File: src/rtl/data_sram_bridge_if.sv
// Data-side SRAM-like bus between the bridge (master) and the memory slave.
// Signals:
//   data_req      master -> slave  request, held until data_addr_ok
//   data_wr       master -> slave  1 = write, 0 = read
//   data_size     master -> slave  0 = byte, 1 = half, 2 = word
//   data_addr     master -> slave  byte address
//   data_wstrb    master -> slave  byte strobes
//   data_wdata    master -> slave  write data
//   data_addr_ok  slave -> master  request accepted
//   data_data_ok  slave -> master  read data valid / write complete
//   data_rdata    slave -> master  read data
interface data_sram_bridge_if #(
    parameter int ADDR_WIDTH = 32
);
    logic                  data_req;
    logic                  data_wr;
    logic [1:0]            data_size;
    logic [ADDR_WIDTH-1:0] data_addr;
    logic [3:0]            data_wstrb;
    logic [31:0]           data_wdata;
    logic                  data_addr_ok;
    logic                  data_data_ok;
    logic [31:0]           data_rdata;

    modport master (
        output data_req, data_wr, data_size, data_addr, data_wstrb, data_wdata,
        input  data_addr_ok, data_data_ok, data_rdata
    );

    modport slave (
        input  data_req, data_wr, data_size, data_addr, data_wstrb, data_wdata,
        output data_addr_ok, data_data_ok, data_rdata
    );
endinterface

File: src/rtl/data_sram_bridge.sv
// Bridges MEM's single-cycle RAM port onto the request/addr_ok/data_ok bus and
// stalls the pipeline until the access completes (or the watchdog aborts it).
// Ports:
//   clk, rst           clock; synchronous active-low reset
//   ram_en_i           MEM access request (held by MEM while stalled)
//   ram_write_en_i     byte strobes, 0000 = read
//   ram_addr_i         word-aligned address
//   ram_write_data_i   lane-aligned store data
//   ram_read_data_o    captured read word (0 for writes / aborts), valid in DONE
//   stall_req_o        combinational pipeline stall request
//   pipe_stall_in_i    pipeline held by another source; keeps us in DONE
//   bus_err_o          one-cycle pulse when the watchdog aborts an access
//   bus                data bus, master side
module data_sram_bridge #(
    parameter int ADDR_WIDTH = 32,
    parameter int TIMEOUT    = 0
) (
    input  logic                  clk,
    input  logic                  rst,
    input  logic                  ram_en_i,
    input  logic [3:0]            ram_write_en_i,
    input  logic [ADDR_WIDTH-1:0] ram_addr_i,
    input  logic [31:0]           ram_write_data_i,
    output logic [31:0]           ram_read_data_o,
    output logic                  stall_req_o,
    input  logic                  pipe_stall_in_i,
    output logic                  bus_err_o,
    data_sram_bridge_if.master    bus
);
    // Counter must be able to hold TIMEOUT; keep at least one bit when disabled.
    localparam int CW = (TIMEOUT < 2) ? 1 : $clog2(TIMEOUT + 1);

    typedef enum logic [1:0] {S_IDLE, S_ADDR, S_DATA, S_DONE} state_e;

    state_e                state_q, state_d;
    logic                  req_q, req_d;
    logic                  wr_q, wr_d;
    logic [1:0]            size_q, size_d;
    logic [ADDR_WIDTH-1:0] addr_q, addr_d;
    logic [3:0]            wstrb_q, wstrb_d;
    logic [31:0]           wdata_q, wdata_d;
    logic [31:0]           rdata_q, rdata_d;
    logic                  err_q, err_d;
    logic [CW-1:0]         wd_cnt_q, wd_cnt_d;

    logic in_bus;
    logic wd_hit;
    logic finish_ok;

    assign in_bus = (state_q == S_ADDR) || (state_q == S_DATA);
    // The counter holds the number of bus cycles already spent, so the cycle in
    // which it equals TIMEOUT-1 is the last one allowed.
    assign wd_hit = (TIMEOUT > 0) && in_bus && (wd_cnt_q == CW'(TIMEOUT - 1));
    assign finish_ok = ((state_q == S_ADDR) && bus.data_addr_ok && bus.data_data_ok) ||
                       ((state_q == S_DATA) && bus.data_data_ok);

    // State register and all registered outputs
    always_ff @(posedge clk) begin
        if (!rst) begin
            state_q  <= S_IDLE;
            req_q    <= 1'b0;
            wr_q     <= 1'b0;
            size_q   <= 2'd0;
            addr_q   <= '0;
            wstrb_q  <= 4'd0;
            wdata_q  <= 32'd0;
            rdata_q  <= 32'd0;
            err_q    <= 1'b0;
            wd_cnt_q <= '0;
        end else begin
            state_q  <= state_d;
            req_q    <= req_d;
            wr_q     <= wr_d;
            size_q   <= size_d;
            addr_q   <= addr_d;
            wstrb_q  <= wstrb_d;
            wdata_q  <= wdata_d;
            rdata_q  <= rdata_d;
            err_q    <= err_d;
            wd_cnt_q <= wd_cnt_d;
        end
    end

    // Next-state logic. A completion in the watchdog's last cycle wins over abort.
    always_comb begin
        state_d = state_q;
        case (state_q)
            S_IDLE: if (ram_en_i) state_d = S_ADDR;
            S_ADDR: begin
                if (finish_ok || wd_hit)    state_d = S_DONE;
                else if (bus.data_addr_ok)  state_d = S_DATA;
            end
            S_DATA: if (finish_ok || wd_hit) state_d = S_DONE;
            S_DONE: if (!pipe_stall_in_i) state_d = S_IDLE;
            default: state_d = S_IDLE;
        endcase
    end

    // Output / datapath next values
    always_comb begin
        wr_d     = wr_q;
        size_d   = size_q;
        addr_d   = addr_q;
        wstrb_d  = wstrb_q;
        wdata_d  = wdata_q;
        rdata_d  = rdata_q;
        err_d    = 1'b0;
        wd_cnt_d = wd_cnt_q;
        // Registered request: high exactly for the cycles spent in ADDR.
        req_d    = (state_d == S_ADDR);

        if (state_q == S_IDLE && ram_en_i) begin
            wr_d     = |ram_write_en_i;
            wstrb_d  = ram_write_en_i;
            wdata_d  = ram_write_data_i;
            addr_d   = ram_addr_i;
            size_d   = 2'd2;
            wd_cnt_d = '0;
            // Narrow stores: point the byte address at the lowest enabled lane.
            case (ram_write_en_i)
                4'b0000: ;
                4'b0001: begin size_d = 2'd0; addr_d[1:0] = 2'd0; end
                4'b0010: begin size_d = 2'd0; addr_d[1:0] = 2'd1; end
                4'b0100: begin size_d = 2'd0; addr_d[1:0] = 2'd2; end
                4'b1000: begin size_d = 2'd0; addr_d[1:0] = 2'd3; end
                4'b0011: begin size_d = 2'd1; addr_d[1:0] = 2'd0; end
                4'b1100: begin size_d = 2'd1; addr_d[1:0] = 2'd2; end
                default: addr_d[1:0] = 2'd0;
            endcase
        end

        if (in_bus) wd_cnt_d = wd_cnt_q + 1'b1;

        if (finish_ok) begin
            rdata_d = wr_q ? 32'd0 : bus.data_rdata;
        end else if (wd_hit) begin
            rdata_d = 32'd0;
            err_d   = 1'b1;
        end
    end

    assign stall_req_o     = rst && ram_en_i && (state_q != S_DONE);
    assign ram_read_data_o = rdata_q;
    assign bus_err_o       = err_q;
    assign bus.data_req    = req_q;
    assign bus.data_wr     = wr_q;
    assign bus.data_size   = size_q;
    assign bus.data_addr   = addr_q;
    assign bus.data_wstrb  = wstrb_q;
    assign bus.data_wdata  = wdata_q;
endmodule

File: src/flat_wrapper.sv
// flat-port wrapper written by rule: the top's interface ports become plain ports
module data_sram_bridge_flat 
#(
    parameter int ADDR_WIDTH = 32,
    parameter int TIMEOUT    = 0
)
  (clk, rst, ram_en_i, ram_write_en_i, ram_addr_i, ram_write_data_i, ram_read_data_o, stall_req_o, pipe_stall_in_i, bus_err_o, bus_data_req, bus_data_wr, bus_data_size, bus_data_addr, bus_data_wstrb, bus_data_wdata, bus_data_addr_ok, bus_data_data_ok, bus_data_rdata);
  data_sram_bridge_if #(.ADDR_WIDTH(ADDR_WIDTH)) bus_i ();
  input  logic clk;
  input  logic rst;
  input  logic ram_en_i;
  input  logic [3:0] ram_write_en_i;
  input  logic [ADDR_WIDTH-1:0] ram_addr_i;
  input  logic [31:0] ram_write_data_i;
  output logic [31:0] ram_read_data_o;
  output logic stall_req_o;
  input  logic pipe_stall_in_i;
  output logic bus_err_o;
  output wire logic [$bits(bus_i.data_req)-1:0] bus_data_req;
  output wire logic [$bits(bus_i.data_wr)-1:0] bus_data_wr;
  output wire logic [$bits(bus_i.data_size)-1:0] bus_data_size;
  output wire logic [$bits(bus_i.data_addr)-1:0] bus_data_addr;
  output wire logic [$bits(bus_i.data_wstrb)-1:0] bus_data_wstrb;
  output wire logic [$bits(bus_i.data_wdata)-1:0] bus_data_wdata;
  input wire logic [$bits(bus_i.data_addr_ok)-1:0] bus_data_addr_ok;
  input wire logic [$bits(bus_i.data_data_ok)-1:0] bus_data_data_ok;
  input wire logic [$bits(bus_i.data_rdata)-1:0] bus_data_rdata;
  assign bus_data_req = bus_i.data_req;
  assign bus_data_wr = bus_i.data_wr;
  assign bus_data_size = bus_i.data_size;
  assign bus_data_addr = bus_i.data_addr;
  assign bus_data_wstrb = bus_i.data_wstrb;
  assign bus_data_wdata = bus_i.data_wdata;
  assign bus_i.data_addr_ok = bus_data_addr_ok;
  assign bus_i.data_data_ok = bus_data_data_ok;
  assign bus_i.data_rdata = bus_data_rdata;
  data_sram_bridge #(.ADDR_WIDTH(ADDR_WIDTH), .TIMEOUT(TIMEOUT)) u_core (.clk(clk), .rst(rst), .ram_en_i(ram_en_i), .ram_write_en_i(ram_write_en_i), .ram_addr_i(ram_addr_i), .ram_write_data_i(ram_write_data_i), .ram_read_data_o(ram_read_data_o), .stall_req_o(stall_req_o), .pipe_stall_in_i(pipe_stall_in_i), .bus_err_o(bus_err_o), .bus(bus_i));
endmodule
File: config.mk
export PLATFORM = sky130hd
export DESIGN_NAME = data_sram_bridge_flat
export DESIGN_NICKNAME = d
export VERILOG_FILES = /design/src/rtl/data_sram_bridge_if.sv /design/src/rtl/data_sram_bridge.sv /design/src/flat_wrapper.sv
export SDC_FILE = /design/constraint.sdc
export NUM_CORES = 1
export LEC_CHECK = 0
export ABC_AREA = 1
export CORE_ASPECT_RATIO = 1.2
export CORE_UTILIZATION = 43
export DETAILED_ROUTE_END_ITERATION = 8
export PLACE_DENSITY = 0.92
export SETUP_SLACK_MARGIN = 0.5
export SLEW_MARGIN = 20
export SYNTH_ARGS = -nofsm -noshare
export SYNTH_HDL_FRONTEND = slang
export SYNTH_SLANG_ARGS = --single-unit
File: constraint.sdc
create_clock -name clk -period 3.2 [get_ports clk]
set_input_delay 0.48 -clock clk [delete_from_list [all_inputs] [get_ports clk]]
set_output_delay 0.48 -clock clk [all_outputs]
set_load 0.05 [all_outputs]
==> results.md <==
- **number of buffers created by CTS** 9
- **wire length of the first global-routing pass** 17,900 µm
- **post-placement cell count** 865
- **clock slew at the register clock pins of the worst setup and hold paths** 0.07 ns
- **Synth Area per Inst** 7.40 µm²
- **diode insertion count for antenna repair** 0
- **share of total power in the clock network** 26.2%
- **Seq pwr share** 40.0%
- **Routability Congestion** 0.742
- **CP Capture Type** output pin
- **worst-case vdd ir drop** 0.000409 V
- **number of top-level pins** 212
- **overall global routing resource usage** 22.5%
- **Achievable Freq** 475 MHz
- **Worst Path Arrival** 1.62 ns
- **starting density of the core** 44.1%
- **cell type with the highest aggregate area in the netlist** sky130_fd_sc_hd__dfxtp_1
- **post-synthesis instance area** 4170 µm²
- **HP Class** in -> reg
- **Post-Route Skew** 0.00305 ns
- **postcts setup bufs** 0
- **Tcrit/Tclk final** 65.8%
- **sequential-to-total area share from yosys stat** 50.9%
- **Period minus WS final** 2.10 ns
- **Num Clock Sinks** 106
- **wire length after detailed routing** 11,500 µm
- **detailed-routing iteration count for the pre-antenna-repair pass** 6
- **maximum number of pins on one net before global-route repair** 102
- **slew at the pin closest to its max-slew limit** 0.858 ns
- **Max-Slew Margin vs Limit** 42.8%
- **count of cells resized by post-cts repair** 0
- **DIE WIDTH** 91.9 µm
- **overflow left after global routing** 0
- **initial antenna violation count** 1
- **synthesized net count** 670
- **run status** complete, no violations
- **Layout area overhead** 55.6%
- **final-report setup violation count** 0
- **maximum buffer depth of the clock tree** 2
- **detail-routed net length per standard cell** 13.1 µm
- **setup repair after global routing missed its margin** false
- **power spent charging and discharging nets** 1380 µW
- **switching part of the total power** 35.9%
- **register bit total from synthesis** 106
- **# rows** 39
- **number of hold violations in the final report** 0
- **clock latency of the later-clocked register in the worst-skew pair** 0.34 ns
- **area of the die** 10,100 µm²
- **cells taking the most area after synthesis** sky130_fd_sc_hd__dfxtp_1, sky130_fd_sc_hd__nor2_1, sky130_fd_sc_hd__o21ai_0, sky130_fd_sc_hd__o21ai_1, sky130_fd_sc_hd__inv_1
- **sum of negative setup slack** 0 ns
- **post-layout power** 3860 µW
- **number of buffers added to fix hold violations after cts** 0
- **P_leak** 0.00271 µW
- **ratio of cells with drive above 1 in the final layout** 6.60%
- **buffers added on ports** 210
- **residual DRC count** 0
- **Worst Path Class, Setup** in -> out
- **Clock Tree Root** sky130_fd_sc_hd__clkbuf_16
- **number of nets with antenna violations after detailed routing** 0
- **total of fill cells in the finished design** 739
- **number of cells produced by synthesis** 564
- **share of Yosys cell area claimed by the top area cell type** 50.9%
- **type of origin of the critical path** primary input
- **# Max-Cap Violations** 0
- **clock tree from TritonCTS** built
- **Placeable Area** 9470 µm²
- **Critical Path Fanout Max** 2
- **power density over the cells** 595 nW/µm²
- **distinct cell type count of the synthesized netlist** 21
- **Synthesis Warnings** 0
- **Power Internal** 2480 µW
- **number of global-route vias before repair** 3,911
- **proportion of power drawn by combinational gates** 33.8%
- **routed vias** 4,171
- **data required time of the critical path** 2.72 ns
- **DRT iter0 DRCs** 227
- **post-detailed-placement half-perimeter wirelength** 8190 µm
- **die height** 110 µm
- **maximum level of the CTS H-tree** 3
- **Final Instance Count excl. Fillers** 881
- **via-per-instance ratio** 4.73
- **Max Slew Vio Count** 0
- **final layout net count** 859
[cell type report]
class                           instances  area [µm²]  area share (%)
Multi-Input combinational cell        376        1640            25.2
Inverter                               46         180            2.78
Sequential cell                       106        2120            32.7
Clock inverter                          5        30.0           0.463
Clock buffer                           11         243            3.74
Timing Repair Buffer                  214        2120            32.7
Tap cell                              123         154            2.37
[Yosys cell counts (all sizes together)]
cell type    n
nor2       242
clkbuf      17
dfxtp      106
o21ai      102
conb         1
a21oi        5
inv         46
nand3        5
nor3         1
nand2       20
buf         19
[metrics by stage]
stage	hold WS [ns]	area (µm²)	util [%]	setup WS, ns
finish	0.474	6490	68.6	1.10
global route	0.501	6490	68.6	1.06
CTS	0.469	6490	68.5	1.15
detailed placement	0.471	6210	65.6	0.899
global placement	0.461	6210	65.6	1.03
floorplan	0.531	4170	-	0.910
[worst max-delay path, cell delays in order]
cell	delay [ns]
sky130_fd_sc_hd__clkdlybuf4s50_1	0.53
sky130_fd_sc_hd__inv_1	0.11
sky130_fd_sc_hd__nor3_1	0.26
sky130_fd_sc_hd__buf_4	0.25
[logic make-up (layout without fill, tap and decap cells)]
| group | count (synthesis) | after routing | share of synthesized area [%] |
|---|---|---|---|
| AO/OA/AOI/OAI | 107 | 107 | 12.8 |
| AND/OR/NAND/NOR | 268 | 268 | 26.2 |
| buffers and inverters | 82 | 276 | 10.0 |
| flip-flops | 106 | 106 | 50.9 |
| other | 1 | 1 | 0.0899 |
[flip-flops by register name, indices dropped and copies added, names as in the netlist]
signal,flops
u_core.bus.data_addr,32
u_core.bus.data_wr,1
u_core.bus.data_wstrb,4
u_core.bus.data_req,1
u_core.state_q,2
u_core.ram_read_data_o,32
u_core.bus.data_wdata,32
u_core.bus.data_size,2
[cell usage in the layout, fill, tap and decap left out, drive strengths merged, types with 2 or more instances in the layout]
master	count
a21oi	5
buf	6
clkbuf	11
clkdlybuf4s50	208
clkinv	3
clkinvlp	2
dfxtp	106
inv	46
nand2	20
nand3	5
nor2	242
o21ai	102
[routing by layer]
layer	vias to the layer above	global-route usage [%]	wire, µm
met5	-	0	16
met4	2	11.7	281
met3	22	6.71	820
met2	139	40.7	5850
met1	1890	23.7	4560
li1	2118	-	-
[power groups by stage]
stage | sequential, µW | combinational (µW) | clock (µW)
floorplan | 2050 | 376 | 0
global placement | 1570 | 1280 | 0
detailed placement | 1570 | 1300 | 0
CTS | 1550 | 1310 | 1040
global route | 1560 | 1390 | 1080
finish | 1540 | 1300 | 1010
[final timing paths]
| path | end | cells past startpoint | slack (ns) | startpoint |
|---|---|---|---|---|
| worst max-delay path | stall_req_o | 4 | 1.10 | ram_en_i |
| worst min-delay path | u_core.bus.data_wr$_SDFFE_PN0P_ | 3 | 0.47 | rst |
| worst max register to register | u_core.bus.data_wdata[10]$_SDFFE_PN0P_ | 4 | 1.68 | u_core.state_q[1]$_SDFF_PN0_ |
| worst min register to register | u_core.bus.data_wdata[29]$_SDFFE_PN0P_ | 2 | 0.48 | u_core.bus.data_wdata[29]$_SDFFE_PN0P_ |
(Power assumes the default switching activity.)
